[src/rtl/imm_gen_pipe.sv]
// Pipelined RISC-V immediate generator with an in-order result buffer and valid/ready on both sides.
// Optional CSR zimm decode is enabled by defining IMMGEN_ZICSR_EN.
module imm_gen_pipe #(
  parameter int unsigned XLEN  = 32,
  parameter int unsigned DEPTH = 2,
  parameter int unsigned TAG_W = 4
) (
  input  logic             clk,
  input  logic             reset,
  input  logic             in_valid,
  output logic             in_ready,
  input  logic [31:0]      instr,
  input  logic [TAG_W-1:0] in_tag,
  output logic             out_valid,
  input  logic             out_ready,
  output logic [XLEN-1:0]  out_imm,
  output logic [2:0]       out_fmt,
  output logic             out_illegal,
  output logic [TAG_W-1:0] out_tag,
  output logic [7:0]       err_cnt
);

  localparam int unsigned AW = $clog2(DEPTH);
  localparam int unsigned CW = AW + 1;
  localparam logic [CW-1:0] CountFull = CW'(DEPTH);

  localparam logic [2:0] FmtI    = 3'd0;
  localparam logic [2:0] FmtS    = 3'd1;
  localparam logic [2:0] FmtB    = 3'd2;
  localparam logic [2:0] FmtU    = 3'd3;
  localparam logic [2:0] FmtJ    = 3'd4;
  localparam logic [2:0] FmtZ    = 3'd5;
  localparam logic [2:0] FmtNone = 3'd7;

  localparam logic [6:0] OpLoad   = 7'b0000011;
  localparam logic [6:0] OpOpImm  = 7'b0010011;
  localparam logic [6:0] OpJalr   = 7'b1100111;
  localparam logic [6:0] OpSystem = 7'b1110011;
  localparam logic [6:0] OpStore  = 7'b0100011;
  localparam logic [6:0] OpBranch = 7'b1100011;
  localparam logic [6:0] OpLui    = 7'b0110111;
  localparam logic [6:0] OpAuipc  = 7'b0010111;
  localparam logic [6:0] OpJal    = 7'b1101111;
  localparam logic [6:0] OpOp     = 7'b0110011;

  if (XLEN != 32 && XLEN != 64) begin : g_bad_xlen
    $error("imm_gen_pipe: XLEN must be 32 or 64");
  end
  if (DEPTH < 2 || DEPTH > 8 || (DEPTH & (DEPTH - 1)) != 0) begin : g_bad_depth
    $error("imm_gen_pipe: DEPTH must be a power of two in 2..8");
  end

  // ---------------------------------------------------------------------------
  // Decode
  // ---------------------------------------------------------------------------
  logic [31:0]     imm32;
  logic [2:0]      dec_fmt;
  logic            dec_ill;
  logic [XLEN-1:0] dec_imm;

  always_comb begin
    imm32   = '0;
    dec_fmt = FmtNone;
    dec_ill = 1'b1;
    unique case (instr[6:0])
      OpLoad, OpOpImm, OpJalr: begin
        imm32   = {{20{instr[31]}}, instr[31:20]};
        dec_fmt = FmtI;
        dec_ill = 1'b0;
      end
      OpSystem: begin
        imm32   = {{20{instr[31]}}, instr[31:20]};
        dec_fmt = FmtI;
        dec_ill = 1'b0;
`ifdef IMMGEN_ZICSR_EN
        // funct3[2] selects the immediate CSR forms; rs1 field carries zimm.
        if (instr[14]) begin
          imm32   = {27'b0, instr[19:15]};
          dec_fmt = FmtZ;
        end
`endif
      end
      OpStore: begin
        imm32   = {{20{instr[31]}}, instr[31:25], instr[11:7]};
        dec_fmt = FmtS;
        dec_ill = 1'b0;
      end
      OpBranch: begin
        imm32   = {{19{instr[31]}}, instr[31], instr[7], instr[30:25], instr[11:8], 1'b0};
        dec_fmt = FmtB;
        dec_ill = 1'b0;
      end
      OpLui, OpAuipc: begin
        imm32   = {instr[31:12], 12'b0};
        dec_fmt = FmtU;
        dec_ill = 1'b0;
      end
      OpJal: begin
        imm32   = {{11{instr[31]}}, instr[31], instr[19:12], instr[20], instr[30:21], 1'b0};
        dec_fmt = FmtJ;
        dec_ill = 1'b0;
      end
      OpOp: begin
        dec_fmt = FmtNone;
        dec_ill = 1'b0;
      end
      default: begin
        dec_fmt = FmtNone;
        dec_ill = 1'b1;
      end
    endcase
  end

  // All 32-bit forms are already sign-extended to bit 31; widen from there.
  always_comb begin
    dec_imm       = {XLEN{imm32[31]}};
    dec_imm[31:0] = imm32;
  end

  // ---------------------------------------------------------------------------
  // Result buffer
  // ---------------------------------------------------------------------------
  logic [AW-1:0]    wr_ptr_q, wr_ptr_d;
  logic [AW-1:0]    rd_ptr_q, rd_ptr_d;
  logic [CW-1:0]    count_q, count_d;
  logic [7:0]       err_cnt_q, err_cnt_d;
  logic             push, pop;

  logic [XLEN-1:0]  imm_mem [DEPTH];
  logic [2:0]       fmt_mem [DEPTH];
  logic             ill_mem [DEPTH];
  logic [TAG_W-1:0] tag_mem [DEPTH];

  assign in_ready  = (count_q != CountFull) & ~reset;
  assign out_valid = (count_q != '0);
  assign push      = in_valid & in_ready;
  assign pop       = out_valid & out_ready;

  always_comb begin
    wr_ptr_d  = wr_ptr_q;
    rd_ptr_d  = rd_ptr_q;
    count_d   = count_q;
    err_cnt_d = err_cnt_q;
    if (push) begin
      wr_ptr_d = wr_ptr_q + AW'(1);
    end
    if (pop) begin
      rd_ptr_d = rd_ptr_q + AW'(1);
    end
    unique case ({push, pop})
      2'b10:   count_d = count_q + CW'(1);
      2'b01:   count_d = count_q - CW'(1);
      default: count_d = count_q;
    endcase
    if (push && dec_ill && (err_cnt_q != 8'hFF)) begin
      err_cnt_d = err_cnt_q + 8'd1;
    end
  end

  always_ff @(posedge clk or posedge reset) begin
    if (reset) begin
      wr_ptr_q  <= '0;
      rd_ptr_q  <= '0;
      count_q   <= '0;
      err_cnt_q <= '0;
    end else begin
      wr_ptr_q  <= wr_ptr_d;
      rd_ptr_q  <= rd_ptr_d;
      count_q   <= count_d;
      err_cnt_q <= err_cnt_d;
    end
  end

  // Payload storage needs no reset: the count gates visibility of every entry.
  always_ff @(posedge clk) begin
    if (push) begin
      imm_mem[wr_ptr_q] <= dec_imm;
      fmt_mem[wr_ptr_q] <= dec_fmt;
      ill_mem[wr_ptr_q] <= dec_ill;
      tag_mem[wr_ptr_q] <= in_tag;
    end
  end

  // Force zeros while empty so reset (which clears the count) blanks the head.
  always_comb begin
    out_imm     = '0;
    out_fmt     = '0;
    out_illegal = 1'b0;
    out_tag     = '0;
    if (out_valid) begin
      out_imm     = imm_mem[rd_ptr_q];
      out_fmt     = fmt_mem[rd_ptr_q];
      out_illegal = ill_mem[rd_ptr_q];
      out_tag     = tag_mem[rd_ptr_q];
    end
  end

  assign err_cnt = err_cnt_q;

endmodule
[config.mk]
export PLATFORM = sky130hd
export DESIGN_NAME = imm_gen_pipe
export DESIGN_NICKNAME = d
export VERILOG_FILES = /design/src/rtl/imm_gen_pipe.sv
export SDC_FILE = /design/constraint.sdc
export NUM_CORES = 1
export LEC_CHECK = 0
export BUFFER_PORTS_ARGS = -buffer_cell sky130_fd_sc_hd__buf_2
export CORE_ASPECT_RATIO = 0.6
export CORE_MARGIN = 3
export CORE_UTILIZATION = 49
export DETAILED_ROUTE_END_ITERATION = 16
export PLACE_DENSITY = 0.73
export SLEW_MARGIN = 0
export SYNTH_ARGS = -nofsm -noshare
export SYNTH_HDL_FRONTEND = slang
export SYNTH_SLANG_ARGS = --single-unit
[constraint.sdc]
create_clock -name clk -period 2.9 [get_ports clk]
set_clock_uncertainty 0.1 [all_clocks]
set_input_delay 0.58 -clock clk [delete_from_list [all_inputs] [get_ports clk]]
set_output_delay 0.58 -clock clk [all_outputs]
set_load 0.01 [all_outputs]
Word level (Yosys, flattened, before mapping)
Memories as Yosys holds them, arrays and structs flattened.
Index checks and enable logic that the tools add are counted.
- register bits after elaboration: 12
- memory bits (writable): 80
- bits of input ports: 40
- logic and storage cells: 48
- memories kept: 4
- memories (memory ; depth ; width ; rd ports ; clocked after memory_dff ; write ports ; RTL line ; RTL):
    imm_mem ; 2 ; 32 ; 1 ; 0 ; 1 ; 129 ; logic [XLEN-1:0] imm_mem [DEPTH];
    tag_mem ; 2 ; 4 ; 1 ; 0 ; 1 ; 132 ; logic [TAG_W-1:0] tag_mem [DEPTH];
    fmt_mem ; 2 ; 3 ; 1 ; 0 ; 1 ; 130 ; logic [2:0] fmt_mem [DEPTH];
    ill_mem ; 2 ; 1 ; 1 ; 0 ; 1 ; 131 ; logic ill_mem [DEPTH];
- add/sub/neg operators: 5
- equal/unequal tests: 14
- mux-type cells: 10
- bitwise logic cells: 4
- reductions and logical operators: 7
- operators by type and width (cell ; number):
    $pmux W32 S5 ; 1
    $mux W32 ; 1
    $eq A7 B7 Y1 const B ; 4
    $eq A7 B6 Y1 const B ; 3
    $pmux W3 S5 ; 1
    $eq A7 B5 Y1 const B ; 2
    $reduce_or A10 Y1 ; 1
    $add A8 B1 Y8 const B ; 1
    $ne A8 B8 Y1 const B ; 1
    $eq A7 B2 Y1 const B ; 1
    $mux W1 ; 4
    $mux W4 ; 1
    $pmux W2 S2 ; 1
    $reduce_bool A2 Y1 ; 2
    $reduce_or A4 Y1 ; 1
    $and A1 B1 Y1 ; 3
    $mux W3 ; 1
    $add A1 B1 Y1 const B ; 2
    $add A2 B1 Y2 const B ; 1
    $eq A2 B1 Y1 const B ; 1
    $eq A2 B2 Y1 const B ; 1
    $logic_and A1 B1 Y1 ; 2
    $ne A2 B2 Y1 const B ; 1
    $reduce_or A2 Y1 ; 1
    other kinds (2) ; 2

Logic depth before layout (Yosys ltp)
Gate-level depths: netlist (run 1).
- depth after elaboration: 5
- mapped depth: 7
- depth with buffers taken out: 6

Worst setup path before layout (run 1)
OpenSTA, ideal clock, no wires.
- path type: input-to-reg
- start: input reset
- end: memory fmt_mem[0][0] (enable)
- data arrival time: 2808 ps
- data required time: 2362 ps
- path slack: -445 ps
- stages on the path: 3
- buffers on the path: 0
- cell sequence: inv_1 o211ai_4 nor2_1
- longest elaborated chain between the ends: 5
- RTL lines (item ; RTL line ; RTL):
    from (decl) ; 9 ; input logic reset,
    $not A1 Y1 ; 134 ; assign in_ready = (count_q != CountFull) & ~reset;
    $and A1 B1 Y1 ; 134 ;
    $and A1 B1 Y1 ; 136 ; assign push = in_valid & in_ready;
    $mux W1 ; 176 ; if (push) begin
    $mux W1 (not written as such) ; 178 ; fmt_mem[wr_ptr_q] <= dec_fmt;
    to (decl) ; 130 ;
Every way passes these cells.

Final worst setup path (run 1)
- start: register count_q[0]
- end: output out_imm[31]
- longest elaborated chain between the ends: 2
- RTL lines (item ; RTL line ; RTL):
    from (decl) ; 125 ; logic [CW-1:0] count_q, count_d;
    from (signal assigned) ; 169 ; count_q <= count_d;
    $reduce_bool A2 Y1 ; 135 ; assign out_valid = (count_q != '0);
    $mux W32 ; 190 ; if (out_valid) begin
    to (decl) ; 16 ; output logic [XLEN-1:0] out_imm,
Every way passes these cells.

==> results of run 1 <==
-- worst register-to-register path, cell delays in order (launching register included) --
cell	delay (ps)
dfrtp_1	490
nor2_4	240
buf_4	430
nor2b_1	160
ha_1	340
nor2_1	150
xnor2_1	130
-- power groups by stage --
stage          Clock (mW)  Sequential (mW)  Combinational (mW)
2_1_floorplan           0             1.78               0.957
3_3_place_gp            0             1.82                1.48
3_5_place_dp            0             1.83                1.51
4_1_cts              1.13             1.81                1.52
5_1_grt              1.17             1.83                1.65
6_report             1.10             1.81                1.50
-- layout by cell type (no fill, tap or decap), types with 3 or more instances in the layout --
cell | synthesis | routed
edfxtp_1 | 80 | 80
nand3_1 | 4 | 4
clkbuf_16 | 0 | 9
buf_2 | 6 | 89
nand2_1 | 6 | 6
o21ai_0 | 6 | 6
nand2b_1 | 3 | 3
buf_4 | 3 | 6
inv_1 | 4 | 4
mux2i_1 | 40 | 40
xnor2_1 | 8 | 8
nand3b_1 | 3 | 3
xor2_1 | 3 | 3
dfrtp_1 | 12 | 11
inv_6 | 0 | 3
nor2_1 | 45 | 43
nor3_1 | 4 | 4
a22o_1 | 6 | 6
and2_1 | 7 | 7
a21o_1 | 19 | 19
nand4_1 | 5 | 5
-- layer usage --
metal | routed length (um) | vias to the layer above | global-route usage [%] | part of all wire [%]
li1 | - | 1300 | - | -
met1 | 4250 | 1304 | 26.9 | 47
met2 | 3920 | 94 | 26.8 | 44
met3 | 634 | 18 | 6.46 | 7.1
met4 | 172 | 0 | 6.64 | 1.9
met5 | 0 | - | 0 | 0
-- area by class of cell --
cell class	instances	share of cell area, %
clock buffers	9	4.45
multi-input cells	190	27.9
inverters	4	0.297
well taps	108	2.67
clock inverters	7	1.14
repair buffers	96	10.1
flip-flops and latches	92	53.4
-- state kept, by name (all words and copies together) (netlist names) --
| signal | cells |
|---|---|
| count_q | 2 |
| err_cnt | 8 |
| fmt_mem | 6 |
| ill_mem | 2 |
| imm_mem | 64 |
| rd_ptr_q | 1 |
| tag_mem | 8 |
| wr_ptr_q | 1 |
-- final timing paths --
path | slack [ps] | cells after the start | start | end
max | 440 | 4 | count_q[0]$_DFFE_PP0P_ | out_imm[31]
min reg2reg | 420 | 1 | err_cnt[0]$_DFFE_PP0P_ | err_cnt[0]$_DFFE_PP0P_
min | 210 | 3 | reset | count_q[0]$_DFFE_PP0P_
max reg2reg | 790 | 6 | count_q[0]$_DFFE_PP0P_ | count_q[1]$_DFFE_PP0P_
max in group asynchronous | 2320 | 3 | reset | rd_ptr_q$_DFFE_PP0P_
min in group clk | 320 | 1 | in_tag[1] | tag_mem[1][1]$_DFFE_PP_
-- logic make-up after synthesis --
family                   count (synthesis)  synth area share [%]
buffers and inverters                   22                  2.79
AO/OA/AOI/OAI                           41                  7.69
adder cells (fa/ha/maj)                  2                 0.593
AND/OR/NAND/NOR                         94                  12.5
flip-flops                              92                  64.1
XOR/XNOR                                11                  2.29
multiplexers                            42                  10.0
-- per-stage QoR --
stage,cells,cell area (um2)
floorplan,304,4220
global placement,490,4780
detailed placement,490,4780
CTS,506,5060
global route,506,5060
finish,506,5060
==> qor.yml, run 1 <==
status: "finished clean"
clockBufferDepth: 2
synth_edf_count: 80
ys_seq_area_share_pct: 64.1
fin_ws_ps: 444
antenna_cells: 0
drive_gt1_share_pct: 32.7
endpoint_kind: "output pin"
power.internal_mw: 2.87
top_level_ports: 90
gp_congestion: 0.835
finalCritPeriodShare_pct: 84.7
clk_latency_ps: 340
cp_top_family: "buffers and inverters"
drt-wirelength-per-cell_um: 17.7
final_util_pct: 62.5
clockRootBuffer: "clkbuf_16"
io_buffers: 89
rsz0062_at_grt: "no"
cts_resized: 0
slew_headroom_pct: 62.0
antenna_found_initial: 0
dieArea_um2: 9790
postCtsHoldBufs: 0
cts_tree: "yes"
synth_cell_types: 47
ys_ff_latch: 92
synthTopCellsByCount: "edfxtp_1 (80), nor2_1 (45), mux2i_1 (40), a21o_1 (19), dfrtp_1 (12)"
cap_violations: 0
worst-path-buf-inv: 2
cp_cell_sequence: "nor2_4, buf_4, nor2_1, buf_2"
period_minus_slack_ps: 2460
swShare_pct: 34.8
crit_slowest_cell: "dfrtp_1"
nFillCells: 646
seqPwrFrac_pct: 41.0
p_clk_share_pct: 25.0
ir_worst_vdd_mv: 0.599
ctsHtreeMaxLevel: 3
grt_pass1_wl_um: 14100
power_per_cell_area_nw_per_um2: 871
netlist_instances: 304
synth_area_um2: 4220
cp_slowest_stage_delay_ps: 490
dieWidth_um: 126
synth_area_leaders: "edfxtp_1 (57%), mux2i_1 (9.5%), dfrtp_1 (7.1%)"
via_per_inst: 5.37
async_flop_share_pct: 13.0
tightestPinTransition_ps: 571
worstPathArrival_ps: 1780
yosysWarnings: 0
fp.dieH_um: 77.9
avgSynthCellArea_um2: 13.9
clkTransAtPathRegs_ps: 60
cts_setup_buffers: 0
wl_um: 8970
routed-via-count: 2716
nets: 435
yosysTopAreaCellShare_pct: 57.0
gr-total-overflow: 0
cts_buffers: 9
core_area_um2: 8100
drtPass1Iterations: 4
hold_violations: 0
yosysMostFrequentCell: "edfxtp_1"
final-seq-area_um2: 2700
grt_start_max_net_pins: 41
track_usage_pct: 18.8
synth_nets: 346
required_ps: 2220
antenna_left: 0
synthFlopType: "edfxtp_1"
drv_slew: 0
post-place-ws_ps: 700
start_util_pct: 52.0
timing.hold.ws_ps: 212
syn2layout_area_growth_pct: 20.0
path_class: "flop to output pin"
fin_tns_setup_ps: 0
worstPathMaxFanout: 39
hp-class: "primary input to async pin"
comb_power_share_pct: 34.0
drtIter0Drc: 195
fmax_mhz: 407
start_kind: "flop"
fp-row-count: 25
total_power_mw: 4.41
synth_area_leader_cell: "edfxtp_1"
multi_input_area_um2: 1410
hpwl_um: 6280
netSwitchingPower_mw: 1.53
drc: 0
cts.sinks: 92
leakage_nw: 2.24
grt_pass1_vias: 2740
setup-violations-final: 0
Note: power is estimated with default switching activity, not from simulation.
==> run 2, diff against run 1 <==
Settings changed: CORE_UTILIZATION 49 to 50, PLACE_DENSITY 0.73 to 0.71.
Clock period 2.9 ns to 2.5 ns, I/O delays scaled along.
==> run 2 against run 1 <==
Combinational power grew 17%; count of clock-buffer cells in the layout did not move; via count shrank 0.55%; non-clock buffer count up 1.
==> qor.yml, run 2 (synthesis results as in run 1) <==
grt_busiest_layer: "met2"  # was met1
dieArea_um2: 9610  # was 9790 um2
postCtsHoldBufs: 0  # unchanged
fmax_mhz: 424
design_area_um2: 5120  # was 5060 um2
cp_slowest_stage_delay_ps: 680  # was 490 ps
drv_slew: 0  # unchanged
met2_usage_pct: 27.7  # was 26.8%
fp.dieH_um: 77.1  # was 77.9 um
largest_reg_flops: 64  # unchanged
drtPass1Iterations: 4  # unchanged
wl_um: 8700  # was 8970 um
cts.sinks: 92  # unchanged
syn2layout_area_growth_pct: 21.5  # was 20.0%
postPlaceCellArea_um2: 4820  # was 4780 um2
cp_cell_sequence: "buf_4, mux2i_1, nor2_1, buf_2"  # was nor2_4, buf_4, nor2_1, buf_2
grt_pass1_wl_um: 13700  # was 14100 um
cap_violations: 0  # unchanged
required_ps: 1900  # was 2220 ps
top_level_ports: 90  # unchanged
fp-row-count: 25  # unchanged
core_area_um2: 8040  # was 8100 um2
finalCritPeriodShare_pct: 94.2
via_per_inst: 5.33  # was 5.37
power_per_cell_area_nw_per_um2: 1020  # was 871 nW/um2
rsz0062_at_grt: "no"  # unchanged
mostFrequentLayoutCells: "buf_2 (89), edfxtp_1 (80), nor2_1 (43)"  # unchanged
clockRootBuffer: "clkbuf_16"  # unchanged
clk_latency_ps: 340  # about the same
drive_gt1_share_pct: 32.6  # was 32.7%
setup-violations-final: 0  # unchanged
crit_slowest_cell: "dfrtp_2"  # was dfrtp_1
worstPathArrival_ps: 1760  # was 1780 ps
path_class: "flop to output pin"  # unchanged
antenna_cells: 0  # unchanged
leakage_nw: 2.26  # was 2.24 nW
hold_violations: 0  # unchanged
final_util_pct: 63.7  # was 62.5%
drt-wirelength-per-cell_um: 17.2  # was 17.7 um
endpoint_kind: "output pin"  # unchanged
io_buffers: 89  # unchanged
gr-total-overflow: 0  # unchanged
antenna_found_initial: 2  # was 0
grt_util_met1_pct: 26.1  # was 26.9%
start_util_pct: 52.5  # was 52.0%
period_minus_slack_ps: 2360
fin_ws_ps: 144  # was 444 ps
fin_tns_setup_ps: 0  # unchanged
cts_buffers: 9  # unchanged
ctsHtreeMaxLevel: 3  # unchanged
hp-class: "primary input to async pin"  # unchanged
grt_start_max_net_pins: 41  # unchanged
worstPathMaxFanout: 16  # was 39
cts_setup_buffers: 0  # unchanged
nets: 436  # was 435
gp_congestion: 0.805  # was 0.835
status: "finished clean"  # unchanged
cts_tree: "yes"  # unchanged
dieWidth_um: 125  # was 126 um
grt_pass1_vias: 2613  # was 2740
clkTransAtPathRegs_ps: 70  # was 60 ps
grtUsageMet3_pct: 6.33  # was 6.46%
final_common_cell: "buf_2"  # unchanged
cts_resized: 0  # unchanged
clockBufferDepth: 2  # unchanged
post-place-ws_ps: 368  # was 700 ps
drtIter0Drc: 199  # was 195
drc: 0  # unchanged
hpwl_um: 6190  # was 6280 um
routed-via-count: 2701  # was 2716
slew_headroom_pct: 67.3  # was 62.0%
start_kind: "flop"  # unchanged
tightestPinTransition_ps: 490  # was 571 ps
largest-register: "imm_mem"  # unchanged
ir_worst_vdd_mv: 0.833  # was 0.599 mV
antenna_left: 0  # unchanged
track_usage_pct: 18.6  # was 18.8%
-- run 2: cell types whose count changed in the layout (fill, tap and decap cells not counted), sizes merged --
cell    previous run  this run
inv                8         6
buf               96        97
bufinv             0         1
clkinv             2         3
-- run 2: cell type report --
class | instances | area, um2
fillers | 625 | 2920
flip-flops and latches | 92 | 2700
multi-input cells | 190 | 1410
repair buffers | 97 | 556
clock buffers | 9 | 225
well taps | 108 | 135
clock inverters | 7 | 73.8
inverters | 4 | 15.0
-- run 2: path summary, 6_finish.rpt --
kind / startpoint / end / slack (ps) / depth (start not counted)
min in group clk: in_tag[3] / tag_mem[0][3]$_DFFE_PP_ / 260 / 1
setup reg to reg: count_q[0]$_DFFE_PP0P_ / count_q[1]$_DFFE_PP0P_ / 640 / 7
hold / removal: reset / count_q[1]$_DFFE_PP0P_ / 130 / 3
hold reg to reg: err_cnt[5]$_DFFE_PP0P_ / err_cnt[5]$_DFFE_PP0P_ / 420 / 1
max in group asynchronous: reset / rd_ptr_q$_DFFE_PP0P_ / 1990 / 3
setup / recovery: rd_ptr_q$_DFFE_PP0P_ / out_imm[6] / 140 / 4
-- run 2: per-layer routing --
| metal | share of wire (%) | wire [um] |
|---|---|---|
| met1 | 47 | 4120 |
| met2 | 44 | 3850 |
| met3 | 6.9 | 596 |
| met4 | 1.2 | 108 |
| met5 | 0.31 | 27 |
-- run 2: metrics by stage --
step | hold WS, ps | std cells | power [mW]
final | 132 | 507 | 5.21
after CTS | 124 | 507 | 5.27
after global placement | 397 | 491 | 3.89
after global routing | 133 | 507 | 5.49
after floorplan | 297 | 304 | 3.18
after detailed placement | 408 | 491 | 3.92
-- run 2: power breakdown --
part	switching, mW	internal (mW)	total [mW]
logic	0.978	0.780	1.76
registers	0.199	1.91	2.11
clock network	0.558	0.779	1.34
total	1.74	3.47	5.21
-- run 2: worst max-delay path, delay by kind of cell (launching register included) --
family	cells	cell delay [ps]
muxes	1	250
and+or+nand+nor	1	50
DFF	1	680
buffers and inverters	2	440
